--- config.mk ---
export PLATFORM = sky130hd
export DESIGN_NAME = bus_arbiter
export DESIGN_NICKNAME = d
export VERILOG_FILES = /design/src/rtl/bus_arbiter_pkg.sv /design/src/rtl/bus_arbiter_decoder.sv /design/src/rtl/bus_arbiter.sv
export SDC_FILE = /design/constraint.sdc
export NUM_CORES = 1
export LEC_CHECK = 0
export ABC_AREA = 0
export CORE_MARGIN = 1
export CORE_UTILIZATION = 54
export DETAILED_ROUTE_END_ITERATION = 7
export MAX_ROUTING_LAYER = met4
export PLACE_DENSITY = 0.78
export SKIP_LAST_GASP = 1
export SYNTH_ARGS = -nofsm -noshare
export SYNTH_HDL_FRONTEND = slang
export SYNTH_SLANG_ARGS = --single-unit
--- constraint.sdc ---
create_clock -name clk -period 1.8 [get_ports clk]
set_input_delay 0.18 -clock clk [delete_from_list [all_inputs] [get_ports clk]]
set_output_delay 0.18 -clock clk [all_outputs]
set_load 0.01 [all_outputs]
--- src/rtl/bus_arbiter_pkg.sv ---
// Shared types and the round-robin search used by the bus arbiter.
// Pure combinational helpers; no state, no handshake.
package bus_arbiter_pkg;

    typedef enum logic {
        ARB_IDLE  = 1'b0,
        ARB_GRANT = 1'b1
    } arb_state_t;

    localparam int RR_MAX_N = 32;
    localparam int RR_IDX_W = 5;

    typedef struct packed {
        logic                found;
        logic [RR_IDX_W-1:0] idx;
    } rr_pick_t;

    // First set bit at or after last_owner+1 (mod n), searching upward with wrap.
    function automatic rr_pick_t rr_pick(
        input logic [RR_MAX_N-1:0] vec,
        input logic [RR_IDX_W-1:0] last_owner,
        input int                  n
    );
        rr_pick_t res;
        int       cand;
        res  = '0;
        cand = 0;
        for (int i = RR_MAX_N; i >= 1; i--) begin
            if (i <= n) begin
                cand = (int'(last_owner) + i) % n;
                if (vec[cand[RR_IDX_W-1:0]]) begin
                    res.found = 1'b1;
                    res.idx   = cand[RR_IDX_W-1:0];
                end
            end
        end
        return res;
    endfunction

endpackage

--- src/rtl/bus_arbiter_decoder.sv ---
// Binary index to one-hot vector, gated by an enable; combinational.
// No handshake; output follows inputs in the same cycle.
module bus_arbiter_decoder #(
    parameter int SIZE = 2
) (
    input  logic [SIZE-1:0]    idx,
    input  logic               en,
    output logic [2**SIZE-1:0] onehot
);

    localparam int N = 2**SIZE;

    assign onehot = en ? (N'(1) << idx) : '0;

endmodule

--- src/rtl/bus_arbiter.sv ---
// Round-robin arbiter with bounded hold: registered one-hot grant plus owner index.
// Latency 1 cycle from request to grant; no backpressure, requesters hold req until done.
module bus_arbiter
    import bus_arbiter_pkg::*;
#(
    parameter int SIZE     = 2,
    parameter int MAX_HOLD = 16
) (
    input  logic                clk,
    input  logic                reset,
    input  logic [2**SIZE-1:0]  req,
    output logic [2**SIZE-1:0]  grant,
    output logic [SIZE-1:0]     grant_idx,
    output logic                grant_valid,
    output logic                switch_pulse
);

    localparam int N  = 2**SIZE;
    localparam int HW = (MAX_HOLD > 0) ? $clog2(MAX_HOLD + 1) : 1;
    localparam logic [HW-1:0] HOLD_MAX = HW'(MAX_HOLD);

    arb_state_t      state_q, state_d;
    logic [SIZE-1:0] grant_idx_q, grant_idx_d;
    logic            grant_valid_q, grant_valid_d;
    logic            switch_pulse_q, switch_pulse_d;
    logic [HW-1:0]   hold_cnt_q, hold_cnt_d;
    logic [SIZE-1:0] last_owner_q, last_owner_d;

    rr_pick_t        pick_any, pick_other;
    logic            any_ok, other_ok;
    logic            take;
    logic [SIZE-1:0] take_idx;

    assign pick_any   = rr_pick(RR_MAX_N'(req), RR_IDX_W'(last_owner_q), N);
    assign pick_other = rr_pick(RR_MAX_N'(req & ~grant), RR_IDX_W'(last_owner_q), N);
    assign any_ok     = pick_any.found && (int'(pick_any.idx) < N);
    assign other_ok   = pick_other.found && (int'(pick_other.idx) < N);

    // Next-state and handoff selection.
    always_comb begin
        state_d        = state_q;
        grant_idx_d    = grant_idx_q;
        grant_valid_d  = grant_valid_q;
        hold_cnt_d     = hold_cnt_q;
        last_owner_d   = last_owner_q;
        take           = 1'b0;
        take_idx       = grant_idx_q;

        case (state_q)
            ARB_IDLE: begin
                if (any_ok) begin
                    take     = 1'b1;
                    take_idx = pick_any.idx[SIZE-1:0];
                end
            end
            ARB_GRANT: begin
                if (!req[grant_idx_q]) begin
                    if (any_ok) begin
                        take     = 1'b1;
                        take_idx = pick_any.idx[SIZE-1:0];
                    end else begin
                        state_d       = ARB_IDLE;
                        grant_valid_d = 1'b0;
                        hold_cnt_d    = '0;
                    end
                end else if (MAX_HOLD != 0 && hold_cnt_q == HOLD_MAX && other_ok) begin
                    take     = 1'b1;
                    take_idx = pick_other.idx[SIZE-1:0];
                end else if (MAX_HOLD != 0 && hold_cnt_q != HOLD_MAX) begin
                    hold_cnt_d = hold_cnt_q + 1'b1;
                end
            end
            default: state_d = ARB_IDLE;
        endcase

        if (take) begin
            state_d       = ARB_GRANT;
            grant_valid_d = 1'b1;
            grant_idx_d   = take_idx;
            last_owner_d  = take_idx;
            hold_cnt_d    = HW'(1);
        end
    end

    always_comb begin
        switch_pulse_d = take;
    end

    always_ff @(posedge clk) begin
        if (reset) begin
            state_q        <= ARB_IDLE;
            grant_idx_q    <= '0;
            grant_valid_q  <= 1'b0;
            switch_pulse_q <= 1'b0;
            hold_cnt_q     <= '0;
            last_owner_q   <= SIZE'(N - 1);
        end else begin
            state_q        <= state_d;
            grant_idx_q    <= grant_idx_d;
            grant_valid_q  <= grant_valid_d;
            switch_pulse_q <= switch_pulse_d;
            hold_cnt_q     <= hold_cnt_d;
            last_owner_q   <= last_owner_d;
        end
    end

    assign grant_idx    = grant_idx_q;
    assign grant_valid  = grant_valid_q;
    assign switch_pulse = switch_pulse_q;

    bus_arbiter_decoder #(.SIZE(SIZE)) u_dec (
        .idx    (grant_idx_q),
        .en     (grant_valid_q),
        .onehot (grant)
    );

endmodule

-- Yosys cells after proc, flatten, opt, wreduce, memory -nomap -nowiden
Cells that the tools add are included.
- register bits: 12
- output and inout bits: 8
- word-level logic and storage cells: 97
- add/subtract/negate cells: 5
- $lt $le $gt $ge: 7
- eq/ne operators: 10
- shift operators: 1
- mux-type cells: 48
- bitwise logic cells: 7
- reduce and logical (&&, ||, !) cells: 12
- operators by type and width (cell ; count):
    $mux 6 ; 8
    $and 4x32->32 ; 1
    $not 4->32 ; 1
    $bmux 1 s3 ; 8
    $lt 5x6->1 const B ; 4
    $mux 1 ; 21
    $mux 5 ; 4
    $lt 5x3->1 const B ; 2
    $reduce_or 2->1 ; 5
    $reduce_and 4->1 ; 2
    $mux 2 ; 3
    $ne 2x2->1 const B ; 3
    $ne 3x2->1 const B ; 2
    $add 5x1->5 const B ; 1
    $eq 5x5->1 const B ; 1
    $ne 5x5->1 const B ; 1
    $add 2x1->2 const B ; 2
    $add 2x2->2 const B ; 2
    $and 1x1->1 const A ; 4
    $mux 4 ; 1
    $ne 2x1->1 const B ; 2
    $pmux 2 s2 ; 1
    $shl 1x2->4 const A ; 1
    $logic_and 1x1->1 ; 3
    7 further kinds ; 7

-- Logic depth before layout (Yosys ltp)
Gate-level depths: netlist of run 1.
- word-level depth: 18
- mapped depth: 8

-- By module
From an unflattened synthesis of run 1, not the netlist that was laid out.
- cell total of the unflattened synthesis: 118
- area total of the unflattened synthesis: 948.4 sq um
- by module, submodules not included (module ; instances ; cells each ; area an instance (sq um) ; sequential area each (sq um)):
    bus_arbiter ; 1 ; 114 ; 910.9 ; 240.2
    bus_arbiter_decoder ; 1 ; 4 ; 37.5 ; 0.0

-- Least setup slack after synthesis of run 1
No wires, ideal clock.
- path kind: register -> register
- from: register grant_idx_q[1] (netlist: grant_idx[1])
- to: register last_owner_q[1]
- library setup time: 0.134 ns
- data arrival time: 1.579 ns
- setup slack: 0.087 ns
- cell stages (with the launch flop): 7
- buffers on the path: 1
- clock period less this slack: 1.713 ns
- cell sequence: dfxtp_1 buf_6 mux4_2 nand2_2 nor2_2 nor3_4 o221ai_1
- longest elaborated chain between the ends: 16
- elaborated cells between the ends (all ways): 28
- classes of those cells: 1 x order compare; 1 x shift; 22 x mux; 2 x bitwise; 2 x reduce/logical
- RTL lines (what ; line ; text):
    start, declared ; bus_arbiter.sv:23 ; logic [SIZE-1:0] grant_idx_q, grant_idx_d;
    start signal, assigned ; bus_arbiter.sv:99 ; grant_idx_q <= grant_idx_d;
    $shl 1x2->4 ; bus_arbiter_decoder.sv:13 ; assign onehot = en ? (N'(1) << idx) : '0;
    $mux 4 ; bus_arbiter_decoder.sv:13 ;
    $not 4->32 ; bus_arbiter.sv:35 ; assign pick_other = rr_pick(RR_MAX_N'(req & ~grant), RR_IDX_W'(last_owner_q), N);
    $and 4x32->32 ; bus_arbiter.sv:35 ;
    $bmux 1 s3 ; bus_arbiter_pkg.sv:31 ; if (vec[cand[RR_IDX_W-1:0]]) begin
    $mux 1 (not written as such) ; bus_arbiter_pkg.sv:31 ;
    $mux 6 (4 in series) ; bus_arbiter_pkg.sv:31 ;
    $lt 5x3->1 ; bus_arbiter.sv:37 ; assign other_ok = pick_other.found && (int'(pick_other.idx) < N);
    $logic_and 1x1->1 ; bus_arbiter.sv:37 ;
    $logic_and 1x1->1 ; bus_arbiter.sv:66 ; end else if (MAX_HOLD != 0 && hold_cnt_q == HOLD_MAX && other_ok) begin
    $mux 2 or $mux 1 (tied branches) ; bus_arbiter.sv:66 ;
    $mux 2 or $mux 1 (tied branches) ; bus_arbiter.sv:57 ; if (!req[grant_idx_q]) begin
    $pmux 2 s2 or $pmux 1 s2 (tied branches) ; bus_arbiter.sv:49 ; case (state_q)
    end signal, assigned ; bus_arbiter.sv:96 ; last_owner_q <= SIZE'(N - 1);
    end signal, assigned ; bus_arbiter.sv:103 ; last_owner_q <= last_owner_d;
    end, declared ; bus_arbiter.sv:27 ; logic [SIZE-1:0] last_owner_q, last_owner_d;
Parallel ways exist; a longest one is shown, timed or not. The select of a mux whose other input is x is not followed.
A chain may end at the register's enable or synchronous reset.

-- Worst setup path after layout of run 1
- from: register grant_idx_q[1] (netlist: grant_idx[1])
- to: output grant[1]
- longest elaborated chain between the ends: 2
- RTL lines (what ; line ; text):
    $shl 1x2->4 ; bus_arbiter_decoder.sv:13 ;
    $mux 4 ; bus_arbiter_decoder.sv:13 ;
    end, declared ; bus_arbiter.sv:12 ; output logic [2**SIZE-1:0] grant,
Every way passes these cells.

==> parameters.txt, run 1 <==
Parameter                              Value

Run status
  Result of the run    finished clean

Global routing
  Global route total overflow    0
  Largest net degree at the start of global routing    12
  GRT Resource Usage Total    about a third
  Vias in the first global route    1033
  Antenna violations before repair    0
  First-pass GRT wire length    4.71 mm

Worst setup path
  Critical Path Max Stage Delay    0.55 ns
  CP max-delay cell    clkdlybuf4s50_1
  Critical path class    reg -> out
  Launching element type of the critical path    flop
  CP Cell Sequence    nand2b_1, nor2_2, clkdlybuf4s50_1
  Highest fanout seen on the critical path    6
  Critical path endpoint category    output pin
  Required time of the worst setup path    around 1.6 ns
  Critical Path Start    grant_idx[1]$_SDFFE_PP0P_
  FF-to-FF path depth    5
  Startpoint of the worst register-to-register path    grant_idx[1]$_SDFFE_PP0P_
  Worst endpoint data arrival time    1.56 ns

Final layout
  Fraction of layout cells with a size suffix above 1    26.5%
  Net total in the final layout    171
  Diode insertion count for antenna repair    0
  Area of the multi-input gates    ~730 sq um
  Highest-count cells in the layout ignoring fill and taps    buf_4 (23), nor2_1 (12), clkdlybuf4s50_1 (12)
  Most common cell after layout, fill and taps aside    buf_4
  Layout overhead on the synthesized area    30.0%
  Register cell area after layout    between 200 and 250 sq um
  Filler instances    approximately 130

Synthesis
  Portion of synthesized cell area occupied by the leading cell type    22.7%
  Sequential cell area fraction in the yosys report    between 20 and 25%
  Post-synth net total    141
  Post-synth top flop    dfxtp_1
  Post-synthesis async set-or-reset flop share    0%
  Yosys synthesis warning count    0
  Post-Synthesis Cells    133
  Top cells by area, synth    dfxtp_1 (23%), nor2_1 (4.6%), nand2b_1 (3.6%)
  Biggest area consumer among synthesized cells    dfxtp_1
  Post-synthesis sequential element count    12
  Number of distinct standard cells referenced by the synthesized netlist    47
  Netlist area before placement    roughly 1100 sq um
  Post-synth EDFFs    0
  Synthesized area divided by synthesized cell count    7.94 sq um

STA
  Tcrit/Tclk final    between 90 and 100%
  Worst hold slack after final layout    0.500 ns
  Number of pins with negative max-slew slack in the final report    0
  Transition time of the tightest slew-check pin    0.407 ns
  Setup violation total in the final timing report    0
  Setup repair after global routing missed its margin    false
  Post-layout min period    1.74 ns
  Worst setup skew after layout    0.000872 ns
  Hold violation total from the final report    0
  Maximum operating frequency    0.575 GHz
  Worst-case headroom to the max-slew limit    72.8%

Detailed routing
  Mean routed wirelength per cell    15.5 microns
  TritonRoute pass-1 iters    5
  Iteration-0 DRC count of the detailed router    89
  Number of design rule violations left after detail routing    0
  Number of vias per cell    6.11
  Count of nets left with antenna violations after detail routing    0
  DRT Wirelength    between 2 and 3 mm
  Via total after detailed routing    between 1000 and 1500

Placement
  Buffers on Ports    13
  Placed wire-length estimate    2.12 mm
  Final weighted congestion in routability-driven placement    ~0.89

Hold path
  Hold path startpoint    req[3]
  WHS Path Cells    4
  HP Class    in -> reg

Pwr
  Power density cells    820 nW/um^2
  Psw    0.428 mW
  Overall power of the completed layout    1.13 mW
  Clock power share    between 10% and 20%
  Largest vdd supply drop    about 0.57 mV
  Leakage power total    slightly below 0.6 nW
  Cell-internal power    0.698 mW
  Logic pwr share    about half
  Sequential group share of total power    31.8%
  Switching share of power    between 30% and 40%

Clock network
  TritonCTS Sinks    12
  Clock Tree Root    clkbuf_4
  Worst-case clock buffer depth    2
  Worst-skew pair later-pin latency    0.28 ns
  Num CTS Buffers    3
  TritonCTS clock tree    built
  Number of buffers inserted for hold repair after clock tree synthesis    0
  Clock H-tree levels    1
  Clock transition at the registers of the reported paths    0.08 ns

Floorplanning
  Die ar.    2140 sq um
  Core outline area    1780 sq um
  Std-Cell Rows    15
  Initial Util    59.2%
  Num ports    14
  Horizontal die dimension    46.2 microns
  Die Height    46.2 microns

Job
  Maxcap violations    0
## metrics by stage
step / std cells / utilization, % / area [sq um] / worst slack (ns) / TNS (ns)
after floorplan: 133 / - / 1060 / 0.0870 / 0
after global placement: 183 / 74.0 / 1320 / -0.194 / -1.33
after detailed placement: 183 / 74.0 / 1320 / -0.241 / -1.93
after CTS: 187 / 76.2 / 1360 / 0.00347 / 0
after global routing: 187 / 77.0 / 1370 / 0.00510 / 0
final: 187 / 77.0 / 1370 / 0.0596 / 0
## cell type report
type                       instances  share of cell area (%)
multi-input combinational        104                    53.1
timing repair buffer              36                    22.2
sequential                        12                    18.0
clock buffer                       4                    2.64
tap                               25                    2.28
inverter                           6                    1.64
## synthesized netlist by cell type (3+ instances only)
library cell,number
nand2_1,8
mux2i_1,3
a22oi_1,3
o21ba_1,3
a21oi_1,7
a31oi_1,4
nor2_1,13
inv_1,6
dfxtp_1,12
buf_2,4
a221oi_1,3
and2_1,4
o221ai_1,3
a21boi_0,3
o21ai_0,6
nand4_1,3
nand3_1,3
nand2b_1,6
## path summary, 6_finish.rpt
path | slack, ns | to
worst max-delay path | 0.06 | grant[1]
worst max register to register | 0.09 | hold_cnt_q[3]$_SDFFE_PP0P_
worst min-delay path | 0.50 | state_q$_SDFF_PP0_
worst min register to register | 0.59 | last_owner_q[0]$_SDFFE_PP1P_
## what timing repair did
item,4_1_cts,5_1_grt
buffers inserted,0,0
resized for setup,2,6
pin swaps,0,0
gates cloned,0,0
endpoints found under the setup margin,2,10
## flip-flops by register name, indices dropped and copies added, names as in the netlist
signal and flops:
last_owner_q 2, state_q 1, grant_idx 2, switch_pulse 1, grant_valid 1, hold_cnt_q 5
## cell families after synthesis
| family | share of synthesized area, % |
|---|---|
| flops | 22.7 |
| simple gates | 26.8 |
| buf+inv | 8.77 |
| compound gates | 30.3 |
| xor+xnor | 4.03 |
| mux | 4.98 |
| fa+ha+maj | 2.37 |
## worst max-delay path: cells and delay by family (launching register included)
kind / cells / cell delay [ns]
AND/OR/NAND/NOR: 2 / 0.36
flip-flops: 1 / 0.37
buffers and inverters: 1 / 0.55
## power groups by stage
stage                     Sequential (mW)  Combinational, mW  Clock, mW
final                               0.358              0.546      0.221
after global routing                0.363              0.593      0.231
after CTS                           0.353              0.534      0.216
after detailed placement            0.357              0.526          0
after global placement              0.355              0.511          0
after floorplan                     0.327              0.370          0
## routing by layer
layer	global-route usage [%]	vias to the layer above	wire length, microns
met5	-	-	0
met4	7.65	0	32
met3	6.27	4	279
met2	49.3	79	1370
met1	42.1	516	1220
li1	-	543	-
(Power assumes the default switching activity.)
==> run 2, diff against run 1 <==
Settings changed: ABC_AREA 0 to 1, CORE_UTILIZATION 54 to 45, PLACE_DENSITY 0.78 to 0.67.
==> parameters.txt, run 2 <==
Parameter                              Value

Run status
  Result of the run    finished clean

Detailed routing
  TritonRoute pass-1 iters    4
  Count of nets left with antenna violations after detail routing    0
  Via total after detailed routing    1104
  Number of design rule violations left after detail routing    0
  Iteration-0 DRC count of the detailed router    21
  DRT Wirelength    roughly 2.5 mm
  Number of vias per cell    5.04
  Mean routed wirelength per cell    11.3 microns

Floorplanning
  Num ports    14
  Die Height    50.9 microns
  Std-Cell Rows    17
  Initial Util    around half
  Core outline area    ~2200 sq um
  Die ar.    2590 sq um
  Horizontal die dimension    50.9 microns

Global routing
  Vias in the first global route    1012
  First-pass GRT wire length    4.31 mm
  Global route total overflow    0
  Antenna violations before repair    0
  GRT Resource Usage Total    22.2%
  Largest net degree at the start of global routing    9

Worst setup path
  Critical path class    reg -> out
  Critical path endpoint category    output pin
  Highest fanout seen on the critical path    6
  Critical Path Start    grant_valid$_SDFFE_PP0P_
  Launching element type of the critical path    flop
  Startpoint of the worst register-to-register path    last_owner_q[0]$_SDFFE_PP1P_
  Required time of the worst setup path    between 1.5 and 2 ns
  Worst endpoint data arrival time    about 1.5 ns

Clock network
  TritonCTS Sinks    12
  Clock transition at the registers of the reported paths    0.08 ns
  Setup fix buffers added after clock tree synthesis    0
  Number of buffers inserted for hold repair after clock tree synthesis    0
  Clock Tree Root    clkbuf_4
  Worst-case clock buffer depth    2
  TritonCTS clock tree    built
  Clock H-tree levels    1
  Worst-skew pair later-pin latency    0.27 ns
  Num CTS Buffers    3

Final layout
  Most common cell after layout, fill and taps aside    nand2_1
  Final design instance area without fill    1340 sq um
  Highest-count cells in the layout ignoring fill and taps    nand2_1 (46), nand3_1 (27), inv_1 (16)
  Flip-flop count of the largest register after layout    5
  Register with the most flip-flops    hold_cnt_q
  Net total in the final layout    200
  Post-route core utilization    60.2%
  Diode insertion count for antenna repair    0
  Fraction of layout cells with a size suffix above 1    27.7%
  Layout overhead on the synthesized area    24.7%

Placement
  Placed wire-length estimate    2.01 mm
  Pre-CTS worst setup slack    -0.0514 ns
  Buffers on Ports    13
  Instance area at placement    about 1300 sq um
  Final weighted congestion in routability-driven placement    0.867

Pwr
  Largest vdd supply drop    0.875 mV
  Leakage power total    0.657 nW
  Power density cells    between 1000 and 1500 nW/um^2
  Overall power of the completed layout    1.95 mW

STA
  Setup violation total in the final timing report    0
  Setup repair after global routing missed its margin    false
  Hold violation total from the final report    0
  Post-route worst setup slack    ~0.12 ns
  Number of pins with negative max-slew slack in the final report    0
  Worst-case headroom to the max-slew limit    approximately 80%
  Tcrit/Tclk final    93.2%
  Worst hold slack after final layout    0.505 ns
  Maximum operating frequency    0.596 GHz
  Transition time of the tightest slew-check pin    0.292 ns
  Post-layout min period    between 1.5 and 2 ns
  Worst setup skew after layout    0.00112 ns

Synthesis
  Post-synthesis async set-or-reset flop share    0%
  Sequential cell area fraction in the yosys report    22.3%
  Cell types with the highest counts after synthesis    nand2_1 (46), nand3_1 (27), inv_1 (16)
  Post-synth top flop    dfxtp_1
  Post-synth EDFFs    0
  Post-Synthesis Cells    166
  Post-synthesis sequential element count    12
  Synthesized area divided by synthesized cell count    6.49 sq um
  Top cells by area, synth    dfxtp_1 (22%), nand2_1 (16%), nand3_1 (13%)
  Post-synth net total    174
  Number of distinct standard cells referenced by the synthesized netlist    27
  Portion of synthesized cell area occupied by the leading cell type    22.3%
  Netlist area before placement    1080 sq um
  Top-count cell post-synth    nand2_1
  Biggest area consumer among synthesized cells    dfxtp_1
  Yosys synthesis warning count    0

Hold path
  Hold path startpoint    hold_cnt_q[3]$_SDFFE_PP0P_
  HP Class    reg -> reg

Job
  Maxcap violations    0
[run 2: cell count changes after synthesis, sizes merged, moves of 4 or more]
cell,delta
inv,+19
nand2b,-6
and2,-5
a221oi,-4
nor2,-5
nand2,+48
buf,-5
nand3,+25
[run 2: final timing paths]
kind	end	slack, ns	depth (start not counted)
worst max-delay path	grant[2]	0.12	3
worst min-delay path	hold_cnt_q[3]$_SDFFE_PP0P_	0.51	2
worst max register to register	hold_cnt_q[1]$_SDFFE_PP0P_	0.14	10
worst min register to register	hold_cnt_q[3]$_SDFFE_PP0P_	0.51	2
[run 2: kinds of logic after synthesis]
family / Yosys count / share of synthesized area [%]
and+or+nand+nor: 95 / 43.7
buffers and inverters: 29 / 12.2
AOI/OAI and AO/OA: 24 / 15.6
DFF: 12 / 22.3
xor gates and xnor gates: 4 / 3.95
adders and majority gates: 2 / 2.32
[run 2: what timing repair did]
action	4_1_cts	5_1_grt
gates resized for setup	0	3
setup endpoints to repair	0	10
endpoints found under the hold margin	0	0
[run 2: cell type report]
cell class	count	area, sq um
clock buffer	4	36.3
timing repair buffer	24	225
fill	224	890
tap	28	35.0
multi-input combinational	125	706
sequential	12	244
inverter	26	97.6
[run 2: power by group]
| part | internal, mW | switching, mW | total [mW] |
|---|---|---|---|
| Sequential | 0.334 | 0.0948 | 0.429 |
| Clock | 0.123 | 0.0938 | 0.217 |
| Combinational | 0.539 | 0.761 | 1.30 |
[run 2: layer usage]
metal	GRT usage, %	part of all wire [%]
met5	-	0
met4	9.72	1.5
met3	0.893	1.6
met2	38.6	48
met1	26.5	49
[run 2: metrics by stage]
stage,TNS [ns],cells
CTS,0,219
global route,0,219
detailed placement,-0.139,215
finish,0,219
global placement,0,215
floorplan,0,166
[run 2: critical path, stage by stage, from the launching register on]
cell and delay [ns]:
dfxtp_1 0.46, nand3_1 0.17, inv_1 0.08, clkdlybuf4s50_1 0.52
==> run 3, diff against run 2 <==
Settings changed: GPL_ROUTABILITY_DRIVEN set to 0.
==> results of run 3 <==
No change in the layout: final DEF, timing and power equal those of run 2.
